`config.mk`:
```
export PLATFORM = sky130hd
export DESIGN_NAME = ptr_prefetch_flat
export DESIGN_NICKNAME = d
export VERILOG_FILES = /design/src/rtl/ptr_prefetch_if.sv /design/src/rtl/ptr_prefetch.sv /design/src/flat_wrapper.sv
export SDC_FILE = /design/constraint.sdc
export NUM_CORES = 1
export LEC_CHECK = 0
export CORE_ASPECT_RATIO = 1.75
export CORE_MARGIN = 3
export CORE_UTILIZATION = 50
export DETAILED_ROUTE_END_ITERATION = 6
export PLACE_DENSITY = 0.77
export SLEW_MARGIN = 25
export SYNTH_ARGS = -nofsm -noshare
export SYNTH_HDL_FRONTEND = slang
export SYNTH_SLANG_ARGS = --single-unit
```
`constraint.sdc`:
```
create_clock -name clk -period 3.46 [get_ports clk]
set_input_delay 0.346 -clock clk [delete_from_list [all_inputs] [get_ports clk]]
set_output_delay 0.346 -clock clk [all_outputs]
set_load 0.05 [all_outputs]
```
`src/rtl/ptr_prefetch_if.sv`:
```
// Bundle of free-list read signals and consumer allocation signals for ptr_prefetch.
// The master view is the prefetcher; the slave view is the free list plus consumer.
interface ptr_prefetch_if #(
    parameter int DATA_WIDTH     = 10,
    parameter int PREFETCH_DEPTH = 4
) ();
    localparam int LVL_W = $clog2(PREFETCH_DEPTH) + 1;

    logic                  fl_init_done;
    logic                  fl_empty;
    logic                  fl_rd_req;
    logic [DATA_WIDTH-1:0] fl_rd_dout;
    logic                  alloc_valid;
    logic [DATA_WIDTH-1:0] alloc_ptr;
    logic                  alloc_req;
    logic [LVL_W-1:0]      alloc_level;
    logic [31:0]           alloc_total;
    logic                  alloc_underflow;

    modport master (
        input  fl_init_done, fl_empty, fl_rd_dout, alloc_req,
        output fl_rd_req, alloc_valid, alloc_ptr, alloc_level, alloc_total, alloc_underflow
    );

    modport slave (
        output fl_init_done, fl_empty, fl_rd_dout, alloc_req,
        input  fl_rd_req, alloc_valid, alloc_ptr, alloc_level, alloc_total, alloc_underflow
    );
endinterface

```
`src/rtl/ptr_prefetch.sv`:
```
// Pointer prefetcher: keeps a small show-ahead FIFO of free-list pointers topped up
// so a consumer can allocate one pointer per cycle despite the free-list read latency.
module ptr_prefetch #(
    parameter int DATA_WIDTH     = 10,
    parameter int PREFETCH_DEPTH = 4,
    parameter int RD_LATENCY     = 2
) (
    input  logic           clk,
    input  logic           rstn,
    ptr_prefetch_if.master bus
);
    localparam int ADDR_W = $clog2(PREFETCH_DEPTH);
    localparam int LVL_W  = $clog2(PREFETCH_DEPTH) + 1;

    typedef enum logic {
        WAIT_INIT = 1'b0,
        RUN       = 1'b1
    } state_t;

    state_t                state;
    state_t                next_state;
    logic [DATA_WIDTH-1:0] mem [PREFETCH_DEPTH];
    logic [ADDR_W-1:0]     wr_idx;
    logic [ADDR_W-1:0]     rd_idx;
    logic [LVL_W-1:0]      level;
    logic [RD_LATENCY-1:0] rd_pipe;
    logic [31:0]           inflight;
    logic [31:0]           total_q;
    logic                  underflow_q;
    logic                  rd_req;
    logic                  push;
    logic                  pop;

    always_ff @(posedge clk) begin
        if (!rstn) begin
            state <= WAIT_INIT;
        end else begin
            state <= next_state;
        end
    end

    // Reads are only issued while buffered plus in-flight pointers leave room, so the FIFO cannot overflow.
    always_comb begin
        next_state = state;
        rd_req     = 1'b0;
        case (state)
            WAIT_INIT: begin
                if (bus.fl_init_done) begin
                    next_state = RUN;
                end
            end
            RUN: begin
                rd_req = !bus.fl_empty &&
                         ((32'(level) + inflight) < 32'(PREFETCH_DEPTH));
            end
            default: next_state = WAIT_INIT;
        endcase
    end

    always_comb begin
        inflight = '0;
        for (int i = 0; i < RD_LATENCY; i++) begin
            inflight = inflight + 32'(rd_pipe[i]);
        end
    end

    // The flag leaving the last stage marks the cycle fl_rd_dout carries that read's pointer.
    always_ff @(posedge clk) begin
        if (!rstn) begin
            rd_pipe <= '0;
        end else begin
            rd_pipe[0] <= rd_req;
            for (int i = 1; i < RD_LATENCY; i++) begin
                rd_pipe[i] <= rd_pipe[i-1];
            end
        end
    end

    assign push = rd_pipe[RD_LATENCY-1];
    assign pop  = bus.alloc_req && (level != '0);

    always_ff @(posedge clk) begin
        if (rstn && push) begin
            mem[wr_idx] <= bus.fl_rd_dout;
        end
    end

    always_ff @(posedge clk) begin
        if (!rstn) begin
            wr_idx      <= '0;
            rd_idx      <= '0;
            level       <= '0;
            total_q     <= '0;
            underflow_q <= 1'b0;
        end else begin
            if (push) begin
                wr_idx <= wr_idx + ADDR_W'(1);
            end
            if (pop) begin
                rd_idx  <= rd_idx + ADDR_W'(1);
                total_q <= total_q + 32'd1;
            end
            if (push && !pop) begin
                level <= level + LVL_W'(1);
            end else if (pop && !push) begin
                level <= level - LVL_W'(1);
            end
            if (bus.alloc_req && (level == '0)) begin
                underflow_q <= 1'b1;
            end
        end
    end

    assign bus.fl_rd_req       = rd_req;
    assign bus.alloc_valid     = (level != '0);
    assign bus.alloc_ptr       = mem[rd_idx];
    assign bus.alloc_level     = level;
    assign bus.alloc_total     = total_q;
    assign bus.alloc_underflow = underflow_q;
endmodule
```
`src/flat_wrapper.sv`:
```
// flat-port wrapper written by rule: the top's interface ports become plain ports
module ptr_prefetch_flat 
#(
    parameter int DATA_WIDTH     = 10,
    parameter int PREFETCH_DEPTH = 4,
    parameter int RD_LATENCY     = 2
)
  (clk, rstn, bus_fl_init_done, bus_fl_empty, bus_fl_rd_dout, bus_alloc_req, bus_fl_rd_req, bus_alloc_valid, bus_alloc_ptr, bus_alloc_level, bus_alloc_total, bus_alloc_underflow);
  ptr_prefetch_if #(.DATA_WIDTH(DATA_WIDTH), .PREFETCH_DEPTH(PREFETCH_DEPTH)) bus_i ();
  input  logic clk;
  input  logic rstn;
  input wire logic [$bits(bus_i.fl_init_done)-1:0] bus_fl_init_done;
  input wire logic [$bits(bus_i.fl_empty)-1:0] bus_fl_empty;
  input wire logic [$bits(bus_i.fl_rd_dout)-1:0] bus_fl_rd_dout;
  input wire logic [$bits(bus_i.alloc_req)-1:0] bus_alloc_req;
  output wire logic [$bits(bus_i.fl_rd_req)-1:0] bus_fl_rd_req;
  output wire logic [$bits(bus_i.alloc_valid)-1:0] bus_alloc_valid;
  output wire logic [$bits(bus_i.alloc_ptr)-1:0] bus_alloc_ptr;
  output wire logic [$bits(bus_i.alloc_level)-1:0] bus_alloc_level;
  output wire logic [$bits(bus_i.alloc_total)-1:0] bus_alloc_total;
  output wire logic [$bits(bus_i.alloc_underflow)-1:0] bus_alloc_underflow;
  assign bus_i.fl_init_done = bus_fl_init_done;
  assign bus_i.fl_empty = bus_fl_empty;
  assign bus_i.fl_rd_dout = bus_fl_rd_dout;
  assign bus_i.alloc_req = bus_alloc_req;
  assign bus_fl_rd_req = bus_i.fl_rd_req;
  assign bus_alloc_valid = bus_i.alloc_valid;
  assign bus_alloc_ptr = bus_i.alloc_ptr;
  assign bus_alloc_level = bus_i.alloc_level;
  assign bus_alloc_total = bus_i.alloc_total;
  assign bus_alloc_underflow = bus_i.alloc_underflow;
  ptr_prefetch #(.DATA_WIDTH(DATA_WIDTH), .PREFETCH_DEPTH(PREFETCH_DEPTH), .RD_LATENCY(RD_LATENCY)) u_core (.clk(clk), .rstn(rstn), .bus(bus_i));
endmodule
```
# Word-level counts from Yosys, hierarchy flattened
# Memories as Yosys holds them, arrays and structs flattened. A register that Yosys moved wholly into a read port is not among the register bits.
# Cells that the tools add are included.
[word_totals]
register_bits = 43
wordCells = 37
input_bits = 15
mem_count = 1
ram_bits = 40
[op_classes]
muxes = 9
add_sub_neg = 7
magnitude_cmp = 1
reduce_logical = 12
[mem_list]
columns = ["name", "words", "width", "rd", "rd_ports_with_merged_regs", "wr", "line", "rtl"]
rows = [
  ["u_core.mem", 4, 10, 1, 1, 1, "ptr_prefetch.sv:22", "logic [DATA_WIDTH-1:0] mem [PREFETCH_DEPTH];"],
]
[ops]
columns = ["operator", "count"]
rows = [
  ["$add A32 B1 Y32 const B", 1],
  ["$lt A32 B3 Y1 const B", 1],
  ["$logic_and A1 B1 Y1", 6],
  ["$mux W3", 2],
  ["$mux W1", 5],
  ["$add A2 B1 Y2 const B", 2],
  ["$add A3 B2 Y4", 1],
  ["$mux W2", 2],
  ["$add A3 B1 Y3 const B", 1],
  ["$logic_not A1 Y1", 3],
  ["$logic_not A3 Y1", 1],
  ["$reduce_bool A3 Y1", 1],
  ["$sub A3 B1 Y3 const B", 1],
  ["$add A1 B1 Y2", 1],
  ["$reduce_bool A2 Y1", 1],
]

# Logic depth before layout (Yosys ltp)
[logic_depth]
ltp_word = 5
mapped_depth = 11
ltp_nobuf = 10

# Least setup slack after synthesis
# OpenSTA, ideal clock, no wires.
[synth_timing]
path_kind = "reg-to-reg"
startpoint = "register u_core.level[0], in the netlist u_core.bus.alloc_level[0]"
endpoint = "register u_core.total_q[26], in the netlist u_core.bus.alloc_total[26]"
stages_incl_launch_ff = 10
arrival_ns = 2.669
n_path_buf = 2
setup_ns = 0.070
required_time_ns = 3.390
path_slack_ns = 0.721
path_cell_list = "dfxtp_1 -> nor3_2 -> inv_2 -> and2_4 -> buf_8 -> inv_6 -> or4b_4 -> buf_6 -> or4_1 -> a21boi_1"
[synth_between]
elab_chain_cells = 2
[synth_rtl]
columns = ["element", "line", "rtl"]
rows = [
  ["start, declared", "ptr_prefetch.sv:25", "logic [LVL_W-1:0] level;"],
  ["start signal, assigned", "ptr_prefetch.sv:104", "level <= level + LVL_W'(1);"],
  ["start signal, assigned", "ptr_prefetch.sv:106", "level <= level - LVL_W'(1);"],
  ["$reduce_bool A3 Y1", "--", ""],
  ["via bus_alloc_valid", "flat_wrapper.sv:17", "output wire logic [$bits(bus_i.alloc_valid)-1:0] bus_alloc_valid;"],
  ["$logic_and A1 B1 Y1", "ptr_prefetch.sv:80", "assign pop = bus.alloc_req && (level != '0);"],
  ["end signal, assigned", "ptr_prefetch.sv:101", "total_q <= total_q + 32'd1;"],
  ["end, declared", "ptr_prefetch.sv:28", "logic [31:0] total_q;"],
]
# The timed path passes the listed nets, and every way through them passes these cells.
# A chain may end at the register's enable or synchronous reset.

==> impl_metrics.toml <==
[setup_path]
cp_slowest_cell = "dfxtp_1"
worst-endpoint-arrival_ns = 2.36
crit_family = "flip-flops"
startpoint_type = "flop"
launching_point_of_the_worst_reg2reg_path = "u_core.bus.alloc_level[0]"
setup.worst_path.end_class = "output port"
crit_chain = "mux4_2 -> clkdlybuf4s50_1"
setup.worst_path.class = "flop to output port"
critical_path.n_buffers_inverters = 1
timing.critical_path.required_ns = 3.11
path_max_fanout = 10
cp_slowest_stage_delay_ns = 0.72

[clock_tree]
cts-hold-fix-buffers = 0
h_tree_depth = 3
cts_sinks = 85
clock_tree_root_driver_cell = "clkbuf_16"
ctsLongestPathBuffers = 2
tritoncts_clock_tree = "done"
clkSlewWorstSetupHoldPaths_ns = 0.06
worst_skew_pair.late_latency_ns = 0.33
cts_resized = 0
postCtsSetupBuffers = 0
numCtsBuffers = 9

[placement]
place.gp.congestion = 0.8118
post-dp-hpwl_microns = 4901
placed_cell_area_sq_um = 4275
port_buffers = 62

[timing]
rsz_0062_raised_after_global_routing = "false"
fin_skew_ns = 0.005885
tightest_slew_ns = 0.8641
finalSetupTns_ns = 0
fmax_mhz = 370.0
whs_ns = 0.4671
period_minus_ws_final_ns = 2.702
finalSetupViolCount = 0
timing.slew.headroom = 0.4186
slew_viol_final = 0
timing.final.crit_share = 0.7810
final-hold-violation-count = 0

[logic_synthesis]
syn_area_per_cell_sq_um = 13.01
synth_top_flop_cell = "dfxtp_1"
synth_compound_area_frac = 0.02787
post_synth_fa_ha_maj_area_fraction = 0.02997
main_combinational_cell_family_by_area_after_synthesis = "simple AND/OR/NAND/NOR gates"
synth-seq-area-share = 0.5854
syn-num-nets = 299
synth-xor-area-share = 0.07805
number_of_register_bits_inferred_by_synthesis = 85
mappedNetlistArea_sq_um = 3591
synth-async-reset-ratio = 0
synth-simple-area-share = 0.1861
yosysWarningCount = 0
synth_mux_area_frac = 0.06829
syn-instance-count = 276
synth_edf_count = 40
synth_cell_types = 40

[power]
irDropWorstVdd_mv = 0.6794
power.density_nw_per_um2 = 615.3
p_total_w = 0.002807
static_leakage_nw = 1.595

[run_status]
outcome = "finished clean"

[route]
drt_drc_violations_left = 0
initialDrtViolationCount = 113
via_per_inst = 5.249
dr.pass1.iters = 4
via_count = 2257
wl_per_cell_microns = 15.46
ant_nets = 0
route.final.wire_length_microns = 6646

[die]
fp.dieH_microns = 118.1
num_io_pins = 63
dieWidth_microns = 70.06
start_util = 0.5199
core.rowCount = 40
core_sq_um = 6907
floorplan.die_area_sq_um = 8274

[grt]
antenna_found_initial = 0
groute.usage.overall = 0.1777
grt_start_max_net_pins = 49
vias_in_the_first_global_route = 2358
grt_remaining_overflow = 0
grt_pass1_wl_microns = 11670

[final_layout]
final.fill_count = 554
stdcell_area_sq_um = 4562
area_delta_synth_final_pct = 27.04
drive_above_1_share = 0.1127
multi_input_area_sq_um = 1401
final_core_utilization = 0.6605
finalNetCount = 364
seq_area_sq_um = 2102
mostFrequentLayoutCell = "clkdlybuf4s50_1"
layout.cells.most_common_list = "clkdlybuf4s50_1, dfxtp_1, edfxtp_1"
antenna-diode-count = 0

[min_path]
hp-start = "u_core.rd_pipe[0]"
holdCritPathClass = "flop to flop"

[run]
cap_violations = 0
[cells in the mapped netlist, types with 5 or more instances]
| cell | instances | share of area |
|---|---|---|
| and3_1 | 9 | 0.016 |
| ha_1 | 7 | 0.024 |
| xor2_1 | 7 | 0.017 |
| edfxtp_1 | 40 | 0.33 |
| and2_1 | 37 | 0.064 |
| dfxtp_1 | 45 | 0.25 |
| clkbuf_1 | 7 | 0.0073 |
| nand2_1 | 13 | 0.014 |
| inv_1 | 5 | 0.0052 |
| mux4_2 | 10 | 0.063 |
| nand3_1 | 12 | 0.017 |
| nand4_1 | 10 | 0.017 |
| xnor2_1 | 25 | 0.061 |
[stage by stage]
stage / setup WS, ns / std cells
2_1_floorplan: 0.7211 / 276
3_3_place_gp: 1.054 / 414
3_5_place_dp: 0.9633 / 414
4_1_cts: 0.6808 / 430
5_1_grt: 0.6133 / 430
6_report: 0.7576 / 430
[power by group]
group	switching [W]	internal, W
registers	0.0000827	0.00110
logic	0.000437	0.000308
clock network	0.000369	0.000510
total	0.000889	0.00192
[final timing paths]
check	cells past startpoint	end	slack [ns]
worst max register to register	10	u_core.bus.alloc_level[2]	1.05
worst min-delay path	1	u_core.rd_pipe[1]	0.47
worst max-delay path	2	bus_alloc_ptr[3]	0.76
worst min register to register	1	u_core.rd_pipe[1]	0.47
[cell families (layout without fill, tap and decap cells)]
logic type,after synthesis,count (layout)
buf+inv,17,87
mux,12,12
simple gates,107,107
compound gates,15,15
flops,85,85
xor+xnor,32,32
fa+ha+maj,8,8
[routing by layer]
layer	global-route usage	part of all wire	wire length, microns
met4	0.06715	0.016	105
met3	0.04872	0.044	291
met2	0.3051	0.54	3593
met5	0	0	0
met1	0.2090	0.40	2655
[worst register-to-register path, delay by kind of cell (launching register included)]
family | cells | cell delay (ns)
DFF | 1 | 0.38
buffers and inverters | 3 | 0.23
and+or+nand+nor | 3 | 0.85
adders and majority gates | 2 | 0.57
AOI/OAI and AO/OA | 1 | 0.16
xor gates and xnor gates | 1 | 0.16
[flip-flops by register name, summed over array words and instances (netlist names), named ones only]
| name | cells |
|---|---|
| u_core.bus.alloc_level | 3 |
| u_core.bus.alloc_total | 32 |
| u_core.bus.alloc_underflow | 1 |
| u_core.mem | 40 |
| u_core.rd_idx | 2 |
| u_core.rd_pipe | 2 |
| u_core.state | 1 |
| u_core.wr_idx | 2 |
[final cells by class]
cell class                 instances  share of cell area
sequential                        85              0.4608
timing repair buffer              64              0.1393
multi-input combinational        174              0.3072
clock buffer                      10             0.05239
inverter                           7            0.006857
clock inverter                     6             0.01042
tap                               84             0.02304
No activity file was read; power rests on OpenSTA's default activity.
